--- src/rtl/seg7_hex_display.sv ---
// Eight-digit multiplexed hex display driver for common-anode seven-segment digits.
// Captures a shadow copy of the output word on a strobe and scans one digit per slot.
module seg7_hex_display #(
  parameter int unsigned REFRESH_DIV  = 100000,
  parameter int unsigned BLANK_CYCLES = 16
) (
  input  logic        clk_i,
  input  logic        rst_i,
  input  logic [31:0] data_i,
  input  logic        data_vld_i,
  input  logic [7:0]  mask_i,
  input  logic        blank_lz_i,
  output logic [7:0]  an_o,
  output logic [6:0]  seg_o,
  output logic        dp_o
);

  localparam int unsigned CNT_W = (REFRESH_DIV > 2) ? $clog2(REFRESH_DIV) : 1;

  logic [31:0]      shadow_q, shadow_d;
  logic [CNT_W-1:0] cnt_q, cnt_d;
  logic [2:0]       idx_q, idx_d;
  logic [7:0]       an_q, an_d;
  logic [6:0]       seg_q, seg_d;

  logic       in_dead;
  logic       slot_end;
  logic [3:0] nibble;
  logic [7:0] lead_zero;
  logic       upper_zero;

  function automatic logic [6:0] glyph(input logic [3:0] val);
    logic [6:0] g;
    case (val)
      4'h0: g = 7'b1000000;
      4'h1: g = 7'b1111001;
      4'h2: g = 7'b0100100;
      4'h3: g = 7'b0110000;
      4'h4: g = 7'b0011001;
      4'h5: g = 7'b0010010;
      4'h6: g = 7'b0000010;
      4'h7: g = 7'b1111000;
      4'h8: g = 7'b0000000;
      4'h9: g = 7'b0010000;
      4'hA: g = 7'b0001000;
      4'hB: g = 7'b0000011;
      4'hC: g = 7'b1000110;
      4'hD: g = 7'b0100001;
      4'hE: g = 7'b0000110;
      default: g = 7'b0001110;
    endcase
    return g;
  endfunction

  if (BLANK_CYCLES == 0) begin : g_no_dead
    assign in_dead = 1'b0;
  end else begin : g_dead
    assign in_dead = (cnt_q < CNT_W'(BLANK_CYCLES));
  end

  assign slot_end = (cnt_q == CNT_W'(REFRESH_DIV - 1));
  assign nibble   = shadow_q[{idx_q, 2'b00} +: 4];

  // Digit k is a leading zero when nibbles k..7 are all zero; digit 0 always shows.
  always_comb begin
    // NOTE: every variable written here gets a default first so no latch is inferred;
    // blocking assignments are correct in combinational logic because later lines
    // must see the value just computed (upper_zero accumulates across iterations).
    lead_zero  = '0;
    upper_zero = 1'b1;
    for (int k = 7; k >= 1; k--) begin
      upper_zero   = upper_zero & (shadow_q[4*k +: 4] == 4'h0);
      lead_zero[k] = blank_lz_i & upper_zero;
    end
  end

  always_comb begin
    shadow_d = data_vld_i ? data_i : shadow_q;
    cnt_d    = slot_end ? '0 : cnt_q + CNT_W'(1);
    idx_d    = slot_end ? idx_q + 3'd1 : idx_q;

    an_d  = 8'hFF;
    seg_d = 7'h7F;
    if (!in_dead && mask_i[idx_q] && !lead_zero[idx_q]) begin
      an_d        = 8'hFF;
      an_d[idx_q] = 1'b0;
      seg_d       = glyph(nibble);
    end
  end

  always_ff @(posedge clk_i or negedge rst_i) begin
    // NOTE: sequential state uses non-blocking assignments so every register samples
    // the pre-edge values of the others, independent of statement order.
    if (!rst_i) begin
      shadow_q <= '0;
      cnt_q    <= '0;
      idx_q    <= '0;
      an_q     <= 8'hFF;
      seg_q    <= 7'h7F;
    end else begin
      shadow_q <= shadow_d;
      cnt_q    <= cnt_d;
      idx_q    <= idx_d;
      an_q     <= an_d;
      seg_q    <= seg_d;
    end
  end

  assign an_o  = an_q;
  assign seg_o = seg_q;
  assign dp_o  = 1'b1;

endmodule

--- config.mk ---
export PLATFORM = sky130hd
export DESIGN_NAME = seg7_hex_display
export DESIGN_NICKNAME = d
export VERILOG_FILES = /design/src/rtl/seg7_hex_display.sv
export SDC_FILE = /design/constraint.sdc
export NUM_CORES = 1
export LEC_CHECK = 0
export BUFFER_PORTS_ARGS = -buffer_cell sky130_fd_sc_hd__buf_2
export CAP_MARGIN = 20
export CORE_ASPECT_RATIO = 1.75
export CORE_UTILIZATION = 50
export DETAILED_ROUTE_END_ITERATION = 10
export PLACE_DENSITY = 0.75
export SLEW_MARGIN = 10
export SYNTH_ARGS = -nofsm -noshare
export SYNTH_HDL_FRONTEND = slang
export SYNTH_SLANG_ARGS = --single-unit
--- constraint.sdc ---
create_clock -name clk_i -period 2.8 [get_ports clk_i]
set_input_delay 0.42 -clock clk_i [delete_from_list [all_inputs] [get_ports clk_i]]
set_output_delay 0.42 -clock clk_i [all_outputs]
set_load 0.01 [all_outputs]
; ---- Yosys cells after proc, flatten, opt, wreduce, memory -nomap -nowiden
; Memories as Yosys holds them, arrays and structs flattened.
; Index checks and enable logic that the tools add are counted.
[totals]
regBits = 67
rom_bits = 112
in_bits = 44
out_inout_bits = 16
memories = 1
[classes]
n_addsub = 2
n_lt_le_gt_ge = 3
n_eq_ne = 1
shift = 1
mux = 9
bitwise_logic = 14
reduce_logical = 12
[mem_list]
columns = name, depth, word_bits, rd, rd_clocked_by_memory_dff, wr, line
row1 = (name not given), 16, 7, 1, 0, 0, 34  ; case (val)
[op_table]
columns = operator, n
row1 = variable part select 32 x 6 -> 4 bit, 1
row2 = logical NOT 4 bit, 7
row3 = adder 17 x 1 -> 17 bit (second input constant), 1
row4 = equality test 17 bit (second input constant), 1
row5 = < comparator 17 x 5 -> 1 bit (second input constant), 1
row6 = two-way mux 17 bit, 1
row7 = AND 1 bit, 13
row8 = two-way mux 8 bit, 1
row9 = NOT 8 bit, 1
row10 = two-way mux 7 bit, 1
row11 = binary-select mux 1 bit (select 3 bit), 2
row12 = < comparator 3 x 4 -> 1 bit (second input constant), 1
row13 = adder 3 x 1 -> 3 bit (second input constant), 1
row14 = demux 1 bit (select 3 bit), 1
row15 = >= comparator 3 x 1 -> 1 bit (second input constant), 1
row16 = logical AND 1 bit, 3
row17 = two-way mux 1 bit, 3
row18 = logical NOT 1 bit, 2

; ---- Depth between registers and ports, before layout
; Gate-level depths: netlist (run 1).
[logic_depth]
ltp_word = 13
depth_mapped = 11
mapped_depth_nobuf = 9

; ---- Least setup slack after synthesis (run 1)
; No wires, ideal clock.
[synth_path]
path_kind = register to register
startpoint = register idx_q[1]
endpoint = register seg_q[6], in the netlist seg_o[6]
setup_time_ns = 0.106
arrival_time_ns = 1.990
required_time_ns = 2.694
slack_ns = 0.704
path_stages_with_launch = 12
cell_sequence = dfrtp_1 > buf_6 > buf_2 > and2_1 > nor2b_1 > nand2_1 > and3_1 > inv_1 > ha_1 > mux2_1 > nand2_1 > o211ai_1
[synth_via]
elab_chain_cells = 5
word_cells_on_any_way = 10
classes_between = 1 x shift / 5 x mux / 3 x reduce/logical / 1 x memory
[synth_lines]
columns = item, line
row1 = from (decl), 22  ; logic [2:0] idx_q, idx_d;
row2 = from (signal assigned), 103  ; idx_q <= idx_d;
row3 = "parallel branches: the longest is 4 deep, another holds memory read (16 x 7 bit)", n/a
row4 = two-way mux 7 bit *, 84  ; if (!in_dead && mask_i[idx_q] && !lead_zero[idx_q]) begin
row5 = named net seg_d[6], 24  ; logic [6:0] seg_q, seg_d;
row6 = to (signal assigned), 105  ; seg_q <= seg_d;
row7 = to (decl), 24
; Mark *: on every way through the listed nets, which the timed path passes. The select of a mux whose other input is x is not followed.
; A chain may end at the register's enable or synchronous reset.

; ---- Final worst setup path (run 1)
[layout_path]
startpoint = register idx_q[1]
endpoint = register seg_q[1], in the netlist seg_o[1]
; Same word-level chain as after synthesis.

==> results.txt, run 1 <==
outcome - finished clean
first-pass GRT wire length - 11.9 mm
net switching power of the design - 0.560 mW
Max clock buf depth - 2
clock skew after layout - 0.00468 ns
Max Used Layer - met4
vias in the first global route - 2,427
source of the worst register-to-register timing path - idx_q[1]$_DFFE_PN0N_
placement-stage cell area - 0.00371 sq mm
CTS Hold Bufs - 0
Final Max Slew Viols - 0
max-cap violation count - 0
Area Overhead vs Synth - 19.7%
required time of the critical path - 3.04 ns
Yosys reg bits - 67
overall routed net length - 7.16 mm
category of cells accounting for the largest share of critical-path delay - multiplexers
Internal - 1.78 mW
Skew-Pair Late Insertion Delay - 0.33 ns
overall via count from detail_route - 2,443
average wire per standard cell - 16.8 um
Routability Congestion - 0.937
share of power burned in combinational logic - 0.103
critical path launch point type - register
setup slack of the worst register-to-register path - 0.51 ns
CTS sink cnt - 67
PortBufs - 58
Tot GR Track Use - 0.231
worst-case setup margin in the final layout - 0.509 ns
number of antenna violations at the first check in global routing - 0
CTS tree - built
worst slew slack as a fraction of its limit - 0.526
Synthesized Nets - 328
Sum Neg Setup Slack - 0 ns
met3 wire length - 299 um
number of antenna diodes - 0
Num CTS Buffers - 9
CP Data Arrival Time - 2.53 ns
Fill cells - 533
total grt overflow - 0
Post-synth ARST share - 1.00
number of library cell types mapped by synthesis - 42
CP max FO - 10
cell with the largest stage delay on the worst path - mux4_1
fmax - 437 MHz
Clk network pwr share - 0.432
met2 WL post-DR - 3.83 mm
ports placed on the boundary - 60
number of enable flip-flop cells after synthesis - 0
time the worst path needs with I/O delays and setup - 2.29 ns
sequential fraction of design power - 0.464
Vias per Instance - 5.75
leakage power total - 1.70 nW
routed length on met1 - 2.76 mm
Final Cycle Share - 0.818
portion of the post-synthesis area used by sequential elements - 0.509
syn avg cell area - 12.1 sq um
maximum cell stage delay along the critical path - 0.60 ns
violation count after the first detailed-routing iteration - 137
area enclosed by the die boundary - 0.00700 sq mm
Post-CTS Setup Inserts - 0
transition time at the pin with the least slew margin - 0.712 ns
floorplan die width - 63.7 um
Placement Rows - 39
R2R cell count - 6
clock-pin slew on the worst setup and hold paths - 0.05 ns
worst path buffer plus inverter count - 1
Final ANT Viol Nets - 0
number of cells on the critical path - 6
post-CTS resize count - 0
setup repair after global routing missed its margin - false
initial standard-cell utilization of the core - 0.513
largest net degree at the start of global routing - 37
total core area - 0.00649 sq mm
sum of net half-perimeters after detailed placement - 5.36 mm
total non-filler cell area in the finished layout - 0.00398 sq mm
number of H-tree levels - 3
Critical Setup Path Class - reg2reg
reg2reg end - seg_o[1]$_DFF_PN1_
layout cells sized above 1 - 0.394
switching power share of the total - 0.239
number of remaining DRC errors - 0
Synth Flop Type - dfrtp_1
final setup violation count - 0
final hold violation count - 0
Hold WC Path Type - in2async
cell mode on critical path - o211ai_1
Post-Synthesis Cell Area - 0.00333 sq mm
crit path capture type - register
first drt pass iteration count - 4
cell-by-cell trace of the critical path - mux4_1, mux2_2, inv_1, ha_1, o211ai_1, o211ai_1
largest voltage drop on the vdd net - 0.000509 V
clock root buffer - clkbuf_16
warning count from the yosys run - 0
dpl ws - 0.560 ns
count of nets after finishing - 390
die height - 110 um
Cells after Synth - 276
power density over the cells - 587 mW/mm^2
-- power groups by stage --
stage          sequential [mW]  combinational [mW]  clock (mW)
2_1_floorplan             1.09               0.144           0
3_3_place_gp              1.10               0.234           0
3_5_place_dp              1.10               0.241           0
4_1_cts                   1.09               0.244        1.03
5_1_grt                   1.09               0.269        1.08
6_report                  1.09               0.242        1.01
-- cells in the mapped netlist (all sizes together) (2+ instances only) --
| cell type | count | area, sq um |
|---|---|---|
| dfrtp | 52 | 1300 |
| mux2 | 36 | 409 |
| nand2 | 21 | 78.8 |
| nor2 | 19 | 73.8 |
| dfstp | 15 | 394 |
| nand3 | 14 | 70.1 |
| nor4 | 11 | 75.1 |
| buf | 9 | 56.3 |
| mux2i | 9 | 103 |
| xnor2 | 9 | 78.8 |
| ha | 8 | 100 |
| xor2 | 8 | 70.1 |
| nand4 | 7 | 43.8 |
| nor3 | 7 | 35.0 |
| mux4 | 6 | 150 |
| o21ai | 6 | 30.0 |
| clkbuf | 5 | 18.8 |
| nor2b | 5 | 31.3 |
| o211ai | 5 | 37.5 |
| inv | 4 | 15.0 |
| nand3b | 3 | 22.5 |
| a22o | 2 | 17.5 |
| and3 | 2 | 12.5 |
| o221ai | 2 | 17.5 |
| o311ai | 2 | 17.5 |
-- stage by stage --
stage / power [mW] / hold slack (ns) / std cells / util
final: 2.34 / 0.145 / 425 / 0.614
after global routing: 2.43 / 0.203 / 425 / 0.614
after CTS: 2.36 / 0.167 / 425 / 0.614
after detailed placement: 1.34 / 0.476 / 409 / 0.572
after global placement: 1.33 / 0.475 / 409 / 0.572
after floorplan: 1.23 / 0.124 / 276 / -
-- cell type report --
cell class	count	area, sq um	share of cell area
clock buffers	12	246	0.0619
repair buffers	65	355	0.0892
flip-flops and latches	67	1700	0.426
clock inverters	4	26.3	0.00660
well taps	82	103	0.0258
multi-input cells	191	1540	0.387
inverters	4	15.0	0.00377
-- sequential cells by signal (all words and copies together), names as in the netlist --
name and count:
shadow_q 32, cnt_q 17, an_o 8, seg_o 7, idx_q 3
-- worst max path at each step --
stage	startpoint	to	slack, ns
after floorplan	idx_q[1]$_DFFE_PN0N_	seg_o[6]$_DFF_PN1_	0.70
after global placement	idx_q[1]$_DFFE_PN0N_	seg_o[5]$_DFF_PN1_	0.61
after detailed placement	idx_q[1]$_DFFE_PN0N_	seg_o[1]$_DFF_PN1_	0.56
after CTS	idx_q[1]$_DFFE_PN0N_	seg_o[1]$_DFF_PN1_	0.54
after global routing	idx_q[1]$_DFFE_PN0N_	seg_o[5]$_DFF_PN1_	0.36
final	idx_q[1]$_DFFE_PN0N_	seg_o[1]$_DFF_PN1_	0.51
-- cell families (layout without fill, tap and decap cells) --
logic type | count (synthesis) | after routing | synth area share
other | 1 | 1 | 0.00113
AND/OR/NAND/NOR | 93 | 93 | 0.142
flip-flops | 67 | 67 | 0.509
AO/OA/AOI/OAI | 21 | 21 | 0.0470
XOR/XNOR | 17 | 17 | 0.0447
multiplexers | 51 | 51 | 0.199
adder cells (fa/ha/maj) | 8 | 8 | 0.0301
buffers and inverters | 18 | 85 | 0.0271
-- routing by layer --
metal,vias to the layer above,GRT usage
met3,21,0.0488
met1,1214,0.264
met2,88,0.393
li1,1120,-
met4,0,0.144
met5,-,0
-- layout by cell type, fill, tap and decap left out, types with 2 or more instances in the layout --
cell type  count
dfrtp_1       52
nand3b_1       3
buf_2         58
mux2_1         2
o221ai_1       2
nor4_1        10
buf_4          6
nor2b_1        5
clkbuf_16      9
nor3_1         7
xor2_1         8
dfstp_2       15
o211ai_1       5
a22o_1         2
clkinv_2       2
nand2_1       21
clkbuf_1       2
inv_1          4
nand4_1        7
mux4_2         2
ha_1           8
o311ai_0       2
xnor2_1        9
mux4_1         4
and3_1         2
o21ai_0        6
mux2_2        33
nor2_1        18
mux2i_1        8
nand3_1       14
(Power assumes the default switching activity.)
==> run 2: changes to the inputs <==
==> constraint.sdc (replaced) <==
create_clock -name clk_i -period 2.2 [get_ports clk_i]
set_input_delay 0.33 -clock clk_i [delete_from_list [all_inputs] [get_ports clk_i]]
set_output_delay 0.33 -clock clk_i [all_outputs]
set_load 0.01 [all_outputs]
==> run 2 against run 1 <==
  * Utilization grew 4.0 points
  * Design area grew 6.6%
  * Hold slack gained 0.071 ns
  * Via count is essentially flat
  * Critical endpoint is now seg_o[6]$_DFF_PN1_
  * Largest power group is now the clock network
  * Critical path type unchanged
  * Clock power grew 40%
  * Die area is the same
  * Final cell count grew 4.0%
==> results.txt, run 2 (same netlist as run 1, synthesis figures left out) <==
Clk network pwr share - 0.448 (+0.016)
Max clock buf depth - 2 (unchanged)
Num CTS Buffers - 9 (unchanged)
largest voltage drop on the vdd net - 0.000679 V (+33%)
placement-stage cell area - 0.00383 sq mm (+3.3%)
average wire per standard cell - 16.4 um (-2.5%)
vias in the first global route - 2,566 (+5.7%)
Placement Rows - 39 (unchanged)
source of the worst register-to-register timing path - idx_q[1]$_DFFE_PN0N_
number of remaining DRC errors - 0 (unchanged)
worst slew slack as a fraction of its limit - 0.537 (+0.0109)
first-pass GRT wire length - 12.2 mm (+2.9%)
overall via count from detail_route - 2,442 (-0.041%)
outcome - finished clean
CP Data Arrival Time - 2.33 ns (-0.20 ns)
share of power burned in combinational logic - 0.115 (+0.012)
PortBufs - 58 (unchanged)
worst hold margin - 0.217 ns (+0.0715 ns)
switching power share of the total - 0.229 (-0.0104)
first drt pass iteration count - 4 (unchanged)
most common cell after layout, fill and taps aside - buf_2
critical path launch point type - register
end point of the worst hold path - shadow_q[9]$_DFFE_PN0P_
cell mode on critical path - mux2_4
Skew-Pair Late Insertion Delay - 0.33 ns (about the same)
Final ANT Viol Nets - 0 (unchanged)
net switching power of the design - 0.720 mW (+29%)
clock skew after layout - 0.00381 ns (-0.000868 ns)
leakage power total - 1.83 nW (+7.2%)
Critical Setup Path Class - reg2reg
total non-filler cell area in the finished layout - 0.00425 sq mm (+6.6%)
Hold WC Path Type - in2reg
clock-pin slew on the worst setup and hold paths - 0.05 ns (about the same)
final setup violation count - 0 (unchanged)
initial standard-cell utilization of the core - 0.513 (unchanged)
total grt overflow - 0 (unchanged)
Tot GR Track Use - 0.236 (+0.00497)
Vias per Instance - 5.52 (-3.9%)
sequential fraction of design power - 0.438 (-0.026)
required time of the critical path - 2.42 ns (-0.62 ns)
cell with the largest stage delay on the worst path - mux4_2
CP max FO - 8 (-2)
Hold Path Origin - data_i[9]
reg2reg end - seg_o[6]$_DFF_PN1_
Routability Congestion - 0.857 (-8.5%)
area enclosed by the die boundary - 0.00700 sq mm (unchanged)
number of H-tree levels - 3 (unchanged)
transition time at the pin with the least slew margin - 0.695 ns (-0.0164 ns)
power density over the cells - 741 mW/mm^2 (+26%)
flip-flop count of the largest register, all copies and words added - 32 (unchanged)
R2R cell count - 7 (+1)
Worst Hold Path Cells - 3
largest register by flop count - shadow_q
layout cells sized above 1 - 0.456 (+0.0620)
setup slack of the worst register-to-register path - 0.08 ns (-0.43 ns)
CTS tree - built
crit path capture type - register
sum of net half-perimeters after detailed placement - 5.30 mm (-1.1%)
violation count after the first detailed-routing iteration - 108 (-21%)
count of nets after finishing - 407 (+4.4%)
clock root buffer - clkbuf_16
overall routed net length - 7.26 mm (+1.4%)
largest net degree at the start of global routing - 34 (-8.1%)
final hold violation count - 0 (unchanged)
maximum cell stage delay along the critical path - 0.55 ns (-0.05 ns)
die height - 110 um (unchanged)
Area Overhead vs Synth - 27.6%
Internal - 2.43 mW (+36%)
ports placed on the boundary - 60 (unchanged)
total core area - 0.00649 sq mm (unchanged)
floorplan die width - 63.7 um (unchanged)
number of antenna violations at the first check in global routing - 0 (unchanged)
cell-by-cell trace of the critical path - buf_6, buf_8, mux4_2, mux2_4, mux2_4, nand2_1, o211ai_1
Final Max Slew Viols - 0 (unchanged)
time the worst path needs with I/O delays and setup - 2.12 ns (-0.172 ns)
max-cap violation count - 0 (unchanged)
Final Cycle Share - 0.963 (+0.145)
number of antenna diodes - 0 (unchanged)
CTS sink cnt - 67 (unchanged)
most frequent cells in the layout - 58 x buf_2, 51 x dfrtp_1, 32 x mux2_2
fmax - 472 MHz (+8.1%)
run 2: cell types whose count changed in the layout (fill, tap and decap cells not counted), sizes merged:
cell,delta
clkbuf,+3
dlygate4sd3,+1
clkinv,-2
buf,+16
clkinvlp,-1
run 2: routing by layer:
layer	global-route usage	routed length, um	vias up
li1	-	-	1155
met1	0.273	2890	1197
met2	0.390	3850	68
met3	0.0581	236	22
met4	0.149	281	0
met5	0	0	-
run 2: layout make-up:
type                    count  area, sq um
multi-input cells         191         1610
flip-flops and latches     67         1700
well taps                  82          103
inverters                   4         15.0
clock inverters             1         5.00
clock buffers              15          298
repair buffers             82          522
fillers                   495         2240
run 2: worst max path at each step:
| stage | start | end | cells past startpoint |
|---|---|---|---|
| detailed placement | idx_q[1]$_DFFE_PN0N_ | seg_o[2]$_DFF_PN1_ | 5 |
| floorplan | idx_q[1]$_DFFE_PN0N_ | seg_o[6]$_DFF_PN1_ | 11 |
| finish | idx_q[1]$_DFFE_PN0N_ | seg_o[6]$_DFF_PN1_ | 7 |
| CTS | idx_q[1]$_DFFE_PN0N_ | seg_o[1]$_DFF_PN1_ | 7 |
| global route | idx_q[1]$_DFFE_PN0N_ | seg_o[5]$_DFF_PN1_ | 7 |
| global placement | idx_q[1]$_DFFE_PN0N_ | seg_o[5]$_DFF_PN1_ | 11 |
run 2: what timing repair did:
item,in CTS,in global routing
hold buffers,1,0
hold endpoints to repair,16,0
resized for setup,5,18
setup buffers,0,3
pin swaps,0,1
setup endpoints to repair,12,15
run 2: power by group through the flow:
stage	logic (mW)	registers, mW	clock network [mW]
2_1_floorplan	0.183	1.38	0
3_3_place_gp	0.321	1.39	0
3_5_place_dp	0.335	1.39	0
4_1_cts	0.341	1.37	1.44
5_1_grt	0.398	1.38	1.50
6_report	0.362	1.38	1.41
run 2: through the flow:
step	setup slack (ns)	total power, mW	util	std cells	TNS (ns)
5_1_grt	-0.00412	3.28	0.654	442	-0.00412
6_report	0.0817	3.15	0.654	442	0
3_5_place_dp	-0.0722	1.73	0.591	422	-0.254
3_3_place_gp	-0.0183	1.71	0.591	422	-0.0183
4_1_cts	0.0139	3.15	0.642	439	0
2_1_floorplan	0.104	1.57	-	276	0
run 2: critical path, delay by kind of cell, from the launching register on:
kind | cells | cell delay (ns)
buffers and inverters | 2 | 0.27
AO/OA/AOI/OAI | 1 | 0.10
flip-flops | 1 | 0.35
AND/OR/NAND/NOR | 1 | 0.07
multiplexers | 3 | 1.21
==> run 3: changes to the inputs <==
--- a/config.mk
+++ b/config.mk
@@ -5,12 +5,13 @@
 export SDC_FILE = /design/constraint.sdc
 export NUM_CORES = 1
 export LEC_CHECK = 0
+export ABC_AREA = 1
 export BUFFER_PORTS_ARGS = -buffer_cell sky130_fd_sc_hd__buf_2
 export CAP_MARGIN = 20
 export CORE_ASPECT_RATIO = 1.75
 export CORE_UTILIZATION = 50
 export DETAILED_ROUTE_END_ITERATION = 10
-export PLACE_DENSITY = 0.75
+export PLACE_DENSITY = 0.74
 export SLEW_MARGIN = 10
 export SYNTH_ARGS = -nofsm -noshare
 export SYNTH_HDL_FRONTEND = slang
==> run 3 against run 2 <==
  * Utilization is 2.9 points lower
  * Combinational power decreased by 13%
  * Clock skew is 0.0028 ns higher
  * Via count increased by 29%
  * Global-route usage is 0.44 points higher
  * Die area up 9.6%
  * Register-to-register slack improved by 0.17 ns
  * Design area rose by 2.5%
  * Critical endpoint is now seg_o[5]$_DFF_PN1_
  * Largest cell class unchanged
==> results.txt, run 3 <==
Vias per Instance - 5.00 (-9.4%)
multiplexer fraction of the synthesized cell area - 0.0401 (-0.159)
share of power burned in combinational logic - 0.101 (-0.014)
Skew-Pair Late Insertion Delay - 0.33 ns (about the same)
number of remaining DRC errors - 0 (unchanged)
Num CTS Buffers - 9 (unchanged)
sequential fraction of design power - 0.432 (-0.006)
Design Power - 3.14 mW (-0.19%)
clock skew after layout - 0.00664 ns (+0.00283 ns)
flip-flop count of the largest register, all copies and words added - 32 (unchanged)
cell with the largest stage delay on the worst path - dfrtp_1
Sum Neg Setup Slack - 0 ns (unchanged)
post-synth top area share - 0.356 (-0.0349)
cell-by-cell trace of the critical path - inv_2, nand2_1, nor2_1, nand2_1, nand3_1, nor2_2, inv_1, ha_1, nand2_1, nand2_1, nand2_1, nand3_1
clock-pin slew on the worst setup and hold paths - 0.05 ns (about the same)
Area Overhead vs Synth - 19.1%
first drt pass iteration count - 5 (+1)
transition time at the pin with the least slew margin - 0.654 ns (-0.0411 ns)
CP max FO - 8 (unchanged)
fmax - 512 MHz (+8.5%)
average wire per standard cell - 12.8 um (-22%)
setup repair after global routing missed its margin - false
Routability Congestion - 0.920 (+7.4%)
area share of fa/ha/maj cells after synthesis - 0.0274 (-0.00269)
Clk network pwr share - 0.467 (+0.019)
final setup violation count - 0 (unchanged)
overall via count from detail_route - 3,157 (+29%)
Placed Instances - 614 (+45%)
Critical Setup Path Class - reg2reg
violation count after the first detailed-routing iteration - 186 (+72%)
Hold WC Path Type - in2reg
Max clock buf depth - 2 (unchanged)
Post-Synthesis Cell Area - 0.00365 sq mm (+9.8%)
area enclosed by the die boundary - 0.00767 sq mm (+9.6%)
Final ANT Viol Nets - 0 (unchanged)
largest net degree at the start of global routing - 45 (+32%)
total grt overflow - 0 (unchanged)
PortBufs - 58 (unchanged)
portion of the post-synthesis area used by sequential elements - 0.464 (-0.0455)
final hold violation count - 0 (unchanged)
Hold Path Origin - data_i[30]
worst path buffer plus inverter count - 2 (unchanged)
number of H-tree levels - 3 (unchanged)
R2R cell count - 12 (+5)
max-cap violation count - 0 (unchanged)
largest cells by area after synthesis - dfrtp_1 36%, nand2_1 16%, dfstp_2 11%, inv_1 5.9%, nand3_1 5.8%
outcome - finished clean
initial standard-cell utilization of the core - 0.525 (+0.0125)
number of cells on the critical path - 12 (+5)
warning count from the yosys run - 0 (unchanged)
syn avg cell area - 7.63 sq um (-37%)
source of the worst register-to-register timing path - idx_q[2]$_DFFE_PN0N_
most numerous cell types in the synthesized netlist - 159 x nand2_1, 57 x inv_1, 52 x dfrtp_1, 52 x nor2_1, 42 x nand3_1
library cell occupying the most area in the post-synthesis netlist - dfrtp_1
sum of net half-perimeters after detailed placement - 6.21 mm (+17%)
CTS sink cnt - 67 (unchanged)
time the worst path needs with I/O delays and setup - 1.95 ns (-0.166 ns)
cell mode on critical path - nand2_1
Post-synth ARST share - 1.00 (unchanged)
setup slack of the worst register-to-register path - 0.25 ns (+0.17 ns)
CTS tree - built
maximum cell stage delay along the critical path - 0.53 ns (-0.02 ns)
number of library cell types mapped by synthesis - 30 (-29%)
Synth Flop Type - dfrtp_1
total non-filler cell area in the finished layout - 0.00435 sq mm (+2.5%)
Tot GR Track Use - 0.241 (+0.00439)
most common cell after layout, fill and taps aside - nand2_1
first-pass GRT wire length - 13.8 mm (+13%)
worst slew slack as a fraction of its limit - 0.564 (+0.0274)
CP Data Arrival Time - 2.20 ns (-0.13 ns)
largest voltage drop on the vdd net - 0.000552 V (-19%)
synthesized-area fraction occupied by ao, oa, aoi and oai cells - 0.0507 (+0.00368)
overall routed net length - 8.05 mm (+11%)
largest register by flop count - shadow_q
most frequent cells in the layout - 159 x nand2_1, 58 x buf_2, 57 x inv_1
Internal - 2.41 mW (-0.86%)
simple-gate share of the synthesized area - 0.311 (+0.169)
combinational family with the most area after synthesis - simple AND/OR/NAND/NOR gates
category of cells accounting for the largest share of critical-path delay - simple AND/OR/NAND/NOR gates
ports placed on the boundary - 60 (unchanged)
Synthesized Nets - 531 (+62%)
placement-stage cell area - 0.00402 sq mm (+4.8%)
xor-xnor portion of the synthesized cell area - 0.0120 (-0.0328)
Fill cells - 620 (+25%)
count of nets after finishing - 594 (+46%)
Worst Hold Path Cells - 3 (unchanged)
power density over the cells - 722 mW/mm^2 (-2.6%)
Cells after Synth - 479 (+74%)
Yosys reg bits - 67 (unchanged)
critical path launch point type - register
number of antenna violations at the first check in global routing - 0 (unchanged)
net switching power of the design - 0.735 mW (+2.1%)
layout cells sized above 1 - 0.232 (-0.223)
floorplan die width - 66.6 um (+4.6%)
vias in the first global route - 3,206 (+25%)
die height - 115 um (+4.7%)
Final Max Slew Viols - 0 (unchanged)
number of antenna diodes - 0 (unchanged)
Placement Rows - 40 (+2.6%)
switching power share of the total - 0.234 (+0.00520)
Post-CTS Setup Inserts - 0 (unchanged)
total core area - 0.00696 sq mm (+7.2%)
required time of the critical path - 2.45 ns (+0.03 ns)
leakage power total - 2.26 nW (+24%)
clock root buffer - clkbuf_16
most instantiated library cell after synthesis - nand2_1
Critical Path Start - idx_q[2]$_DFFE_PN0N_
number of enable flip-flop cells after synthesis - 0 (unchanged)
final cell count without fillers - 631 (+43%)
Final Cycle Share - 0.887 (-0.0754)
crit path capture type - register
[run 3: cell type report]
cell class,instances,area [sq um],area share
clock buffers,14,307,0.0704
well taps,84,105,0.0242
clock inverters,2,12.5,0.00288
flip-flops and latches,67,1700,0.390
inverters,64,240,0.0552
multi-input cells,333,1620,0.372
repair buffers,67,373,0.0857
[run 3: cells by family (layout without fill, tap and decap cells)]
family,Yosys count,in the layout
simple gates,270,270
other cells,1,1
buf+inv,79,147
compound gates,36,36
flops,67,67
mux,13,13
fa+ha+maj,8,8
xor+xnor,5,5
[run 3: power by group through the flow]
| stage | Clock (mW) | Sequential (mW) | Combinational [mW] |
|---|---|---|---|
| final | 1.47 | 1.36 | 0.316 |
| after global routing | 1.54 | 1.36 | 0.367 |
| after CTS | 1.49 | 1.36 | 0.319 |
| after detailed placement | 0 | 1.38 | 0.315 |
| after global placement | 0 | 1.38 | 0.310 |
| after floorplan | 0 | 1.37 | 0.189 |
[run 3: through the flow]
step | setup WS [ns] | util | hold WS [ns]
final | 0.248 | 0.626 | 0.200
after global routing | 0.0219 | 0.626 | 0.226
after CTS | 0.0925 | 0.625 | 0.199
after detailed placement | 0.110 | 0.578 | 0.348
after global placement | 0.191 | 0.578 | 0.341
after floorplan | 0.424 | - | 0.0344
[run 3: final timing paths]
kind | to
max in group asynchronous | seg_o[2]$_DFF_PN1_
worst max register to register | seg_o[5]$_DFF_PN1_
min in group asynchronous | cnt_q[15]$_DFF_PN0_
worst min-delay path | shadow_q[30]$_DFFE_PN0P_
worst min register to register | cnt_q[0]$_DFF_PN0_
worst max-delay path | seg_o[5]$_DFF_PN1_
[run 3: worst reg2reg max path, stage by stage (launching register included)]
cell,delay [ns]
dfrtp_1,0.53
inv_2,0.15
nand2_1,0.11
nor2_1,0.06
nand2_1,0.08
nand3_1,0.09
nor2_2,0.21
inv_1,0.11
ha_1,0.22
nand2_1,0.11
nand2_1,0.06
nand2_1,0.06
nand3_1,0.07
[run 3: metal layers]
layer,global-route usage,vias to the layer above,part of all wire
li1,-,1603,-
met1,0.258,1454,0.40
met2,0.426,74,0.53
met3,0.0417,26,0.035
met4,0.146,0,0.042
met5,0,-,0
[run 3: what timing repair did]
item / 4_1_cts / 5_1_grt
hold endpoints to repair: 20 / 0
setup endpoints to repair: 0 / 7
resized for setup: 0 / 2
hold buffers: 1 / 0
